[src/rtl/methane_pkg.sv]
// Shared types for the methane core memory stage: memory op encoding, LSU states,
// read-latency bounds and small op classification helpers.
package methane_pkg;

  typedef enum logic [2:0] {
    LB  = 3'd0,
    LH  = 3'd1,
    LW  = 3'd2,
    LBU = 3'd3,
    LHU = 3'd4,
    SB  = 3'd5,
    SH  = 3'd6,
    SW  = 3'd7
  } mem_op_t;

  typedef enum logic [1:0] {
    IDLE  = 2'd0,
    ISSUE = 2'd1,
    WAIT  = 2'd2,
    RESP  = 2'd3
  } lsu_state_t;

  localparam int READ_LATENCY_MIN = 1;
  localparam int READ_LATENCY_MAX = 4;

  function automatic logic is_store(input mem_op_t op);
    return (op == SB) || (op == SH) || (op == SW);
  endfunction

  // Halfwords need a[0]=0, words need a[1:0]=0; bytes are always aligned.
  function automatic logic is_misaligned(input mem_op_t op, input logic [1:0] addr_lo);
    logic mis;
    mis = 1'b0;
    case (op)
      LH, LHU, SH: mis = addr_lo[0];
      LW, SW:      mis = (addr_lo != 2'b00);
      default:     mis = 1'b0;
    endcase
    return mis;
  endfunction

endpackage

[src/rtl/lsu_if.sv]
// Request/response and data-BRAM signals of the load/store unit.
// slave is the LSU side; master is the execute stage / BRAM side.
interface lsu_if;
  logic                 req_valid;
  logic                 req_ready;
  methane_pkg::mem_op_t req_op;
  logic [31:0]          req_addr;
  logic [31:0]          req_wdata;
  logic [4:0]           req_rd;

  logic                 resp_valid;
  logic [31:0]          resp_rdata;
  logic [4:0]           resp_rd;
  logic                 resp_misalign;

  logic [31:0]          mem_addr;
  logic [31:0]          mem_din;
  logic [3:0]           mem_we;
  logic [31:0]          mem_dout;

  modport slave (
    input  req_valid, req_op, req_addr, req_wdata, req_rd, mem_dout,
    output req_ready, resp_valid, resp_rdata, resp_rd, resp_misalign,
    output mem_addr, mem_din, mem_we
  );

  modport master (
    output req_valid, req_op, req_addr, req_wdata, req_rd, mem_dout,
    input  req_ready, resp_valid, resp_rdata, resp_rd, resp_misalign,
    input  mem_addr, mem_din, mem_we
  );
endinterface

[src/rtl/lsu_load_format.sv]
// Combinational load extract/extend: picks the addressed byte or halfword out of the
// BRAM word and sign- or zero-extends it. Stores produce 0.
module lsu_load_format
  import methane_pkg::*;
(
  input  logic [31:0] dout,
  input  mem_op_t     op,
  input  logic [1:0]  addr_lo,
  output logic [31:0] data
);

  logic [7:0]  lane [4];
  logic [7:0]  byte_sel;
  logic [15:0] half_sel;

  genvar gi;
  generate
    for (gi = 0; gi < 4; gi++) begin : g_lane
      assign lane[gi] = dout[8*gi +: 8];
    end
  endgenerate

  assign byte_sel = lane[addr_lo];
  // Halfword selection deliberately ignores addr_lo[0].
  assign half_sel = addr_lo[1] ? {lane[3], lane[2]} : {lane[1], lane[0]};

  always_comb begin
    data = '0;
    case (op)
      LB:      data = {{24{byte_sel[7]}}, byte_sel};
      LBU:     data = {24'd0, byte_sel};
      LH:      data = {{16{half_sel[15]}}, half_sel};
      LHU:     data = {16'd0, half_sel};
      LW:      data = dout;
      default: data = '0;
    endcase
  end

endmodule

[src/rtl/lsu.sv]
// Load/store unit: one in-flight data-BRAM access, byte-lane stores, extended loads.
// Define LSU_MISALIGN_TRAP_EN to trap misaligned halfword/word accesses instead of masking.
module lsu
  import methane_pkg::*;
#(
  parameter int READ_LATENCY = 1
) (
  input logic  clk,
  input logic  rstn,
  lsu_if.slave bus
);

  localparam int RL = (READ_LATENCY < READ_LATENCY_MIN) ? READ_LATENCY_MIN :
                      (READ_LATENCY > READ_LATENCY_MAX) ? READ_LATENCY_MAX : READ_LATENCY;
  localparam logic [1:0] WAIT_INIT = 2'(RL - 1);

  lsu_state_t  state_reg;
  mem_op_t     op_reg;
  logic [1:0]  addr_lo_reg;
  logic [4:0]  rd_reg;
  logic        trap_reg;
  logic [1:0]  wait_cnt_reg;
  logic        req_ready_reg;
  logic [31:0] mem_addr_reg;
  logic [31:0] mem_din_reg;
  logic [3:0]  mem_we_reg;
  logic        resp_valid_reg;
  logic [31:0] resp_rdata_reg;
  logic [4:0]  resp_rd_reg;
  logic        resp_misalign_reg;

  logic        trap_next;
  logic [3:0]  store_we_next;
  logic [31:0] store_din_next;
  logic [31:0] load_data;

`ifdef LSU_MISALIGN_TRAP_EN
  assign trap_next = is_misaligned(bus.req_op, bus.req_addr[1:0]);
`else
  assign trap_next = 1'b0;
`endif

  always_comb begin
    store_we_next  = 4'b0000;
    store_din_next = bus.req_wdata;
    case (bus.req_op)
      SB: begin
        store_we_next  = 4'b0001 << bus.req_addr[1:0];
        store_din_next = {4{bus.req_wdata[7:0]}};
      end
      SH: begin
        store_we_next  = 4'b0011 << {bus.req_addr[1], 1'b0};
        store_din_next = {2{bus.req_wdata[15:0]}};
      end
      SW:      store_we_next = 4'b1111;
      default: store_we_next = 4'b0000;
    endcase
    if (trap_next) begin
      store_we_next = 4'b0000;
    end
  end

  lsu_load_format u_load_format (
    .dout    (bus.mem_dout),
    .op      (op_reg),
    .addr_lo (addr_lo_reg),
    .data    (load_data)
  );

  // WAIT spans RL cycles; the edge leaving WAIT is the one that captures mem_dout.
  always_ff @(posedge clk or negedge rstn) begin
    if (!rstn) begin
      state_reg         <= IDLE;
      op_reg            <= LB;
      addr_lo_reg       <= 2'b00;
      rd_reg            <= 5'd0;
      trap_reg          <= 1'b0;
      wait_cnt_reg      <= 2'b00;
      req_ready_reg     <= 1'b1;
      mem_addr_reg      <= 32'd0;
      mem_din_reg       <= 32'd0;
      mem_we_reg        <= 4'b0000;
      resp_valid_reg    <= 1'b0;
      resp_rdata_reg    <= 32'd0;
      resp_rd_reg       <= 5'd0;
      resp_misalign_reg <= 1'b0;
    end else begin
      mem_we_reg     <= 4'b0000;
      resp_valid_reg <= 1'b0;
      case (state_reg)
        IDLE: begin
          if (bus.req_valid && req_ready_reg) begin
            state_reg     <= ISSUE;
            req_ready_reg <= 1'b0;
            op_reg        <= bus.req_op;
            addr_lo_reg   <= bus.req_addr[1:0];
            rd_reg        <= bus.req_rd;
            trap_reg      <= trap_next;
            mem_addr_reg  <= {bus.req_addr[31:2], 2'b00};
            mem_din_reg   <= store_din_next;
            mem_we_reg    <= store_we_next;
          end
        end
        ISSUE: begin
          if (is_store(op_reg) || trap_reg) begin
            state_reg         <= RESP;
            resp_valid_reg    <= 1'b1;
            resp_rdata_reg    <= 32'd0;
            resp_rd_reg       <= trap_reg ? rd_reg : 5'd0;
            resp_misalign_reg <= trap_reg;
          end else begin
            state_reg    <= WAIT;
            wait_cnt_reg <= WAIT_INIT;
          end
        end
        WAIT: begin
          if (wait_cnt_reg == 2'b00) begin
            state_reg         <= RESP;
            resp_valid_reg    <= 1'b1;
            resp_rdata_reg    <= load_data;
            resp_rd_reg       <= rd_reg;
            resp_misalign_reg <= 1'b0;
          end else begin
            wait_cnt_reg <= wait_cnt_reg - 2'd1;
          end
        end
        RESP: begin
          state_reg     <= IDLE;
          req_ready_reg <= 1'b1;
        end
        default: state_reg <= IDLE;
      endcase
    end
  end

  assign bus.req_ready     = req_ready_reg;
  assign bus.mem_addr      = mem_addr_reg;
  assign bus.mem_din       = mem_din_reg;
  assign bus.mem_we        = mem_we_reg;
  assign bus.resp_valid    = resp_valid_reg;
  assign bus.resp_rdata    = resp_rdata_reg;
  assign bus.resp_rd       = resp_rd_reg;
  assign bus.resp_misalign = resp_misalign_reg;

endmodule
[src/flat_wrapper.sv]
// flat-port wrapper written by rule: the top's interface ports become plain ports
module lsu_flat import methane_pkg::*;
#(
  parameter int READ_LATENCY = 1
)
  (clk, rstn, bus_req_valid, bus_req_op, bus_req_addr, bus_req_wdata, bus_req_rd, bus_mem_dout, bus_req_ready, bus_resp_valid, bus_resp_rdata, bus_resp_rd, bus_resp_misalign, bus_mem_addr, bus_mem_din, bus_mem_we);
  lsu_if bus_i ();
  input logic clk;
  input logic rstn;
  input wire logic [$bits(bus_i.req_valid)-1:0] bus_req_valid;
  input wire logic [$bits(bus_i.req_op)-1:0] bus_req_op;
  input wire logic [$bits(bus_i.req_addr)-1:0] bus_req_addr;
  input wire logic [$bits(bus_i.req_wdata)-1:0] bus_req_wdata;
  input wire logic [$bits(bus_i.req_rd)-1:0] bus_req_rd;
  input wire logic [$bits(bus_i.mem_dout)-1:0] bus_mem_dout;
  output wire logic [$bits(bus_i.req_ready)-1:0] bus_req_ready;
  output wire logic [$bits(bus_i.resp_valid)-1:0] bus_resp_valid;
  output wire logic [$bits(bus_i.resp_rdata)-1:0] bus_resp_rdata;
  output wire logic [$bits(bus_i.resp_rd)-1:0] bus_resp_rd;
  output wire logic [$bits(bus_i.resp_misalign)-1:0] bus_resp_misalign;
  output wire logic [$bits(bus_i.mem_addr)-1:0] bus_mem_addr;
  output wire logic [$bits(bus_i.mem_din)-1:0] bus_mem_din;
  output wire logic [$bits(bus_i.mem_we)-1:0] bus_mem_we;
  assign bus_i.req_valid = bus_req_valid;
  assign bus_i.req_op = bus_req_op;
  assign bus_i.req_addr = bus_req_addr;
  assign bus_i.req_wdata = bus_req_wdata;
  assign bus_i.req_rd = bus_req_rd;
  assign bus_i.mem_dout = bus_mem_dout;
  assign bus_req_ready = bus_i.req_ready;
  assign bus_resp_valid = bus_i.resp_valid;
  assign bus_resp_rdata = bus_i.resp_rdata;
  assign bus_resp_rd = bus_i.resp_rd;
  assign bus_resp_misalign = bus_i.resp_misalign;
  assign bus_mem_addr = bus_i.mem_addr;
  assign bus_mem_din = bus_i.mem_din;
  assign bus_mem_we = bus_i.mem_we;
  lsu #(.READ_LATENCY(READ_LATENCY)) u_core (.clk(clk), .rstn(rstn), .bus(bus_i));
endmodule
[config.mk]
export PLATFORM = sky130hd
export DESIGN_NAME = lsu_flat
export DESIGN_NICKNAME = d
export VERILOG_FILES = /design/src/rtl/methane_pkg.sv /design/src/rtl/lsu_if.sv /design/src/rtl/lsu_load_format.sv /design/src/rtl/lsu.sv /design/src/flat_wrapper.sv
export SDC_FILE = /design/constraint.sdc
export NUM_CORES = 1
export LEC_CHECK = 0
export CORE_MARGIN = 4
export CORE_UTILIZATION = 45
export CTS_CLUSTER_DIAMETER = 100
export DETAILED_ROUTE_END_ITERATION = 10
export HOLD_SLACK_MARGIN = 0.12
export PLACE_DENSITY = 0.92
export SLEW_MARGIN = 20
export SYNTH_ARGS = -nofsm -noshare
export SYNTH_HDL_FRONTEND = slang
export SYNTH_HIERARCHICAL = 1
export SYNTH_SLANG_ARGS = --single-unit
[constraint.sdc]
create_clock -name clk -period 2.05 [get_ports clk]
set_input_delay 0.41 -clock clk [delete_from_list [all_inputs] [get_ports clk]]
set_output_delay 0.41 -clock clk [all_outputs]
set_load 0.01 [all_outputs]
==> metrics, run 1 <==
status completed; clock sinks 119; worst setup path start u_core/addr_lo_reg[1]; initial core utilization 45.8%; Setup violations, final 0; most common cell in the netlist nand2_1; H-tree Lvls 4; share of the synthesized area in the top cell type 51.3%; number of port buffers 211; initial antenna violation count 0; Post-Synthesis Cells 595; FFs w/ async S/R, synth 100%; fill cell count 917; DPL Wire Length 13000 um; vias in the first global route 5620; DRT iter0 DRCs 496; area taken by multi-input logic gates 2480 um2; ANT cells 0; Chip Width 121 um; Power Dens Cells 1520 nW/um2; Design Area, Final 8770 um2; Simple-Gate Fraction of Synth Area 18.6%; Achievable Freq 504 MHz; fin cells 1001; largest net degree at the start of global routing 72; worst hold slack 0.474 ns; total power 13.3 mW; Synth Area in Compound Gates 19.1%; YS warnings 6; core area 12600 um2; wire length per cell 18.4 um; static leakage power 3.99 nW; critical path type reg2reg; CP Data Arrival Time 2.28 ns; DRT antenna net count 0; fin crit period 1.99 ns; gr ovfl total 0; EDFF count, synth 0; Die Y 121 um; slew margin rel. 55.1%; layout cell share with drive strength beyond 1 11.3%; WP data required 2.35 ns; RSZ-0062 raised after global routing false; Fin Setup TNS 0 ns; Mapped Area 5750 um2; Crit Reg-Reg Startpoint u_core/addr_lo_reg[1]; layout overhead on the synthesized area 52.4%; DR pass1 iterations 5; Max Root-Sink Buffers 2; Max-Cap Viols 0; IO Pins 215; Clk Latency, worst-skew pair 0.42 ns; #FFs+latches synth 119; clock skew 0.00965 ns; XOR/XNOR Fraction of Synth Area 0.718%; DP Area 8130 um2; Register Area 2980 um2; HP Start u_core/bus.mem_addr[28]; Remaining DRCs 0; Util after Layout 69.8%; Vias 5541; syn_area_per_cell 9.67 um2; FP Rows 41; Adder-Cell Fraction of Synth Area 1.09%; CTS tree yes; top post-synthesis cells by count 181 x nand2_1, 118 x dfrtp_1, 37 x a22o_1; Place WS -0.576 ns; CP startpoint kind flop; Post-Place Cells 967; Final Hold Vio Count 0; CTS clk-pin slew, worst paths 0.06 ns; Post-synth top flop dfrtp_1; Worst-Margin Slew 0.670 ns; post-synth cell types 56; Slew Limit Fails 0; main combinational cell family by area after synthesis compound AO/OA/AOI/OAI gates; sequential share of the synthesized area 51.8%; area leader, netlist dfrtp_1; maximum ir drop on the vdd rail 0.854 mV; largest cells by area after synthesis dfrtp_1 51%, nand2_1 12%, a22o_1 5.6%; mux cell area share after synthesis 3.39%; TritonCTS Buffers 17; DR vias/cell 5.54; first-pass GRT wire length 28800 um; Tot GR Track Use 25.4%; CTS root buf clkbuf_16; routability cong. 0.886; CP endpoint kind flop; total die area 14700 um2; Total Wirelength 18400 um; Final Cycle Share 96.9%; CP Max Fanout 9; worst min-delay path category reg2reg; Final WS setup 0.0644 ns; Layout Nets 928
repair_timing:
item | CTS | global route
resized for setup | 0 | 1
hold buffers | 1 | 0
pin swaps | 1 | 0
endpoints found under the hold margin | 32 | 0
endpoints found under the setup margin | 17 | 1
buffers inserted | 1 | 0
power breakdown:
group	switching (mW)	internal, mW	leakage (nW)
registers	0.642	3.30	1.50
clock network	1.12	1.91	0.274
logic	3.07	3.31	2.22
layout by cell type, fill, tap and decap left out, types with 8 or more instances in the layout:
cell type	instances
clkdlybuf4s50_1	210
nand2_1	181
dfrtp_1	118
a22o_1	37
nor2_1	27
buf_4	26
o21ai_0	23
clkbuf_16	17
a31oi_1	17
a21oi_1	16
a221o_1	14
a21o_1	12
inv_1	10
nor2b_1	10
nand3_1	10
mux2_2	9
a41oi_1	8
cells by family (layout without fill, tap and decap cells):
kind of cell | count (synthesis) | after routing
AO/OA/AOI/OAI | 146 | 146
XOR/XNOR | 3 | 3
flip-flops | 119 | 119
multiplexers | 15 | 15
adder cells (fa/ha/maj) | 5 | 5
buffers and inverters | 54 | 286
other | 1 | 3
AND/OR/NAND/NOR | 252 | 252
worst max-delay path, stage by stage (launching register included):
cell and delay [ns]:
dfrtp_1 0.53, buf_4 0.26, mux2_2 0.39, nor2b_1 0.14, a221o_1 0.32, a22o_1 0.22
final timing paths:
kind	to	slack, ns	depth (start not counted)
max	u_core/bus.resp_rdata[4]	0.06	5
min	u_core/bus.mem_addr[28]	0.47	2
max reg2reg	u_core/bus.resp_rdata[4]	0.06	5
min reg2reg	u_core/bus.mem_addr[28]	0.47	2
max in group asynchronous	u_core/bus.req_ready	0.90	3
min in group asynchronous	u_core/bus.mem_addr[25]	0.51	2
routing by layer:
metal / wire length, um / vias to the layer above / GRT usage (%)
met5: 0 / - / 0
met4: 762 / 0 / 13.5
met3: 1860 / 63 / 9.51
met2: 8880 / 320 / 41.1
met1: 6910 / 2648 / 29.3
li1: - / 2510 / -
final cells by class:
class                      instances  area share (%)
tap                              172            2.45
timing repair buffer             244            27.9
clock buffer                      17            4.85
clock inverter                    15            2.04
multi-input combinational        424            28.3
sequential                       119            34.0
inverter                          10           0.428
No activity file was read; power rests on OpenSTA's default activity.
==> run 2, diff against run 1 <==
--- a/config.mk
+++ b/config.mk
@@ -5,14 +5,16 @@
 export SDC_FILE = /design/constraint.sdc
 export NUM_CORES = 1
 export LEC_CHECK = 0
+export CAP_MARGIN = 5
 export CORE_MARGIN = 4
-export CORE_UTILIZATION = 45
+export CORE_UTILIZATION = 30
 export CTS_CLUSTER_DIAMETER = 100
 export DETAILED_ROUTE_END_ITERATION = 10
 export HOLD_SLACK_MARGIN = 0.12
-export PLACE_DENSITY = 0.92
+export PLACE_DENSITY = 0.69
 export SLEW_MARGIN = 20
 export SYNTH_ARGS = -nofsm -noshare
 export SYNTH_HDL_FRONTEND = slang
 export SYNTH_HIERARCHICAL = 1
 export SYNTH_SLANG_ARGS = --single-unit
+export TNS_END_PERCENT = 1
==> run 2 against run 1 <==
Routed wire length up 1.8%. Highest routed layer unchanged. Critical path type unchanged. Count of clock-buffer cells in the layout up 2. Sequential share of layout area down 0.96 points. Critical endpoint is now u_core/bus.resp_rdata[3].
==> metrics, run 2 (synthesis gave the netlist of run 1 again) <==
clock skew 0.0131 ns; largest net degree at the start of global routing 64; hold path depth 2; status completed; RR Endpoint u_core/bus.resp_rdata[3]; Max Root-Sink Buffers 2; Register Area 2980 um2; WP data required 2.35 ns; H-tree Lvls 4; number of port buffers 211; DPL Wire Length 13300 um; TritonCTS Buffers 17; fin crit period 1.98 ns; total die area 21500 um2; Layout Nets 943; gr ovfl total 0; R2R setup slack 0.07 ns; Max-Cap Viols 0; CP endpoint kind flop; Clk Latency, worst-skew pair 0.41 ns; critical path type reg2reg; ANT cells 0; most frequent cells in the layout 210 x clkdlybuf4s50_1, 181 x nand2_1, 117 x dfrtp_1, 40 x buf_4, 37 x a22o_1; initial antenna violation count 0; Place WS -0.565 ns; wire length per cell 17.4 um; Total Wirelength 18700 um; maximum ir drop on the vdd rail 0.605 mV; Tot GR Track Use 17.3%; routability cong. 0.897; clock sinks 119; FP Rows 50; fin cells 1078; layout cell share with drive strength beyond 1 12.9%; DP Area 8330 um2; Vias 5335; Power Dens Cells 1520 nW/um2; slew margin rel. 53.7%; CP Max Fanout 19; Setup violations, final 0; Final Cycle Share 96.5%; vias in the first global route 5361; CTS tree yes; HP Start u_core/bus.mem_addr[25]; layout overhead on the synthesized area 57.0%; Remaining DRCs 0; Die Y 146 um; CP startpoint kind flop; Net Sw Frac 34.7%; IO Pins 215; Worst-Margin Slew 0.691 ns; CTS root buf clkbuf_16; Slew Limit Fails 0; Chip Width 146 um; total power 13.7 mW; Final WS setup 0.0710 ns; CTS clk-pin slew, worst paths 0.06 ns; Crit Reg-Reg Startpoint u_core/op_reg[0]; DRT iter0 DRCs 337; initial core utilization 30.6%; DRT antenna net count 0; DR vias/cell 4.95; Achievable Freq 505 MHz; CP Data Arrival Time 2.28 ns; fill cell count 1733; cells on worst reg2reg path 6; worst min-delay path category reg2reg; part of the power in combinational logic 47.6%; static leakage power 4.11 nW; Pint 8.93 mW; commonest non-fill, non-tap cell in the layout clkdlybuf4s50_1; Clock power frac 24.2%; first-pass GRT wire length 29700 um; Post-Place Cells 1041; Seq pwr share 28.2%; Psw 4.75 mW; Final Hold Vio Count 0; Hold Crit Endpoint u_core/bus.mem_addr[25]; area taken by multi-input logic gates 2490 um2; Design Area, Final 9030 um2; core area 18800 um2; Util after Layout 48.1%; DR pass1 iterations 5
-- run 2: cell types whose count changed in the layout (fill, tap and decap cells not counted) --
cell        delta
buf_4         +14
clkinvlp_4     -4
bufinv_16      +2
clkbuf_8       +2
clkinv_2       +2
inv_6          -2
a21oi_2        -1
a21oi_4        +1
buf_12         +1
dfrtp_1        -1
dfrtp_2        +1
nor2_1         +1
nor2_2         -1
-- run 2: worst max path at each step --
stage,cells past startpoint,slack [ns],endpoint,startpoint
final,6,0.07,u_core/bus.resp_rdata[3],u_core/op_reg[0]
after floorplan,5,0.29,u_core/bus.resp_rdata[2],u_core/addr_lo_reg[1]
after CTS,5,0.04,u_core/bus.resp_rdata[2],u_core/addr_lo_reg[1]
after global placement,6,-0.57,u_core/bus.resp_rdata[15],bus_mem_dout[31]
after global routing,6,-0.002,u_core/bus.resp_rdata[3],u_core/op_reg[0]
after detailed placement,6,-0.56,u_core/bus.resp_rdata[15],bus_mem_dout[31]
-- run 2: area by class of cell --
class,count,share of cell area (%)
clock buffer,19,5.02
clock inverter,13,2.23
inverter,10,0.416
multi-input combinational,424,27.6
sequential,119,33.0
tap,234,3.24
timing repair buffer,259,28.5
-- run 2: power groups by stage --
stage	clock, mW	sequential, mW	combinational (mW)
floorplan	0	4.17	3.22
global placement	0	3.86	6.37
detailed placement	0	3.90	6.45
CTS	3.40	3.87	6.51
global route	3.52	3.99	7.06
finish	3.31	3.86	6.51
-- run 2: routing by layer --
metal,part of all wire (%),routed length (um),vias to the layer above,global-route usage (%)
li1,-,-,2534,-
met1,42,7940,2535,22.2
met2,46,8540,244,27.0
met3,11,2060,22,7.82
met4,1.1,208,0,3.95
met5,0,0,-,0
-- run 2: worst max-delay path, stage by stage, from the launching register on --
cell and delay, ns:
dfrtp_1 0.44, buf_12 0.19, nor2b_1 0.35, or3b_1 0.32, nor2b_1 0.10, a221o_1 0.28, a22o_1 0.20
-- run 2: per-stage QoR --
stage / hold WS, ns / TNS [ns]
floorplan: 0.114 / 0
global placement: 0.448 / -10.36
detailed placement: 0.444 / -10.61
CTS: 0.475 / 0
global route: 0.486 / -0.00157
finish: 0.473 / 0
-- run 2: repair_timing --
item / in CTS / in global routing
setup endpoints to repair: 17 / 1
hold buffers: 1 / 0
resized for setup: 0 / 1
hold endpoints to repair: 118 / 0
pin swaps: 1 / 0
setup buffers: 2 / 2
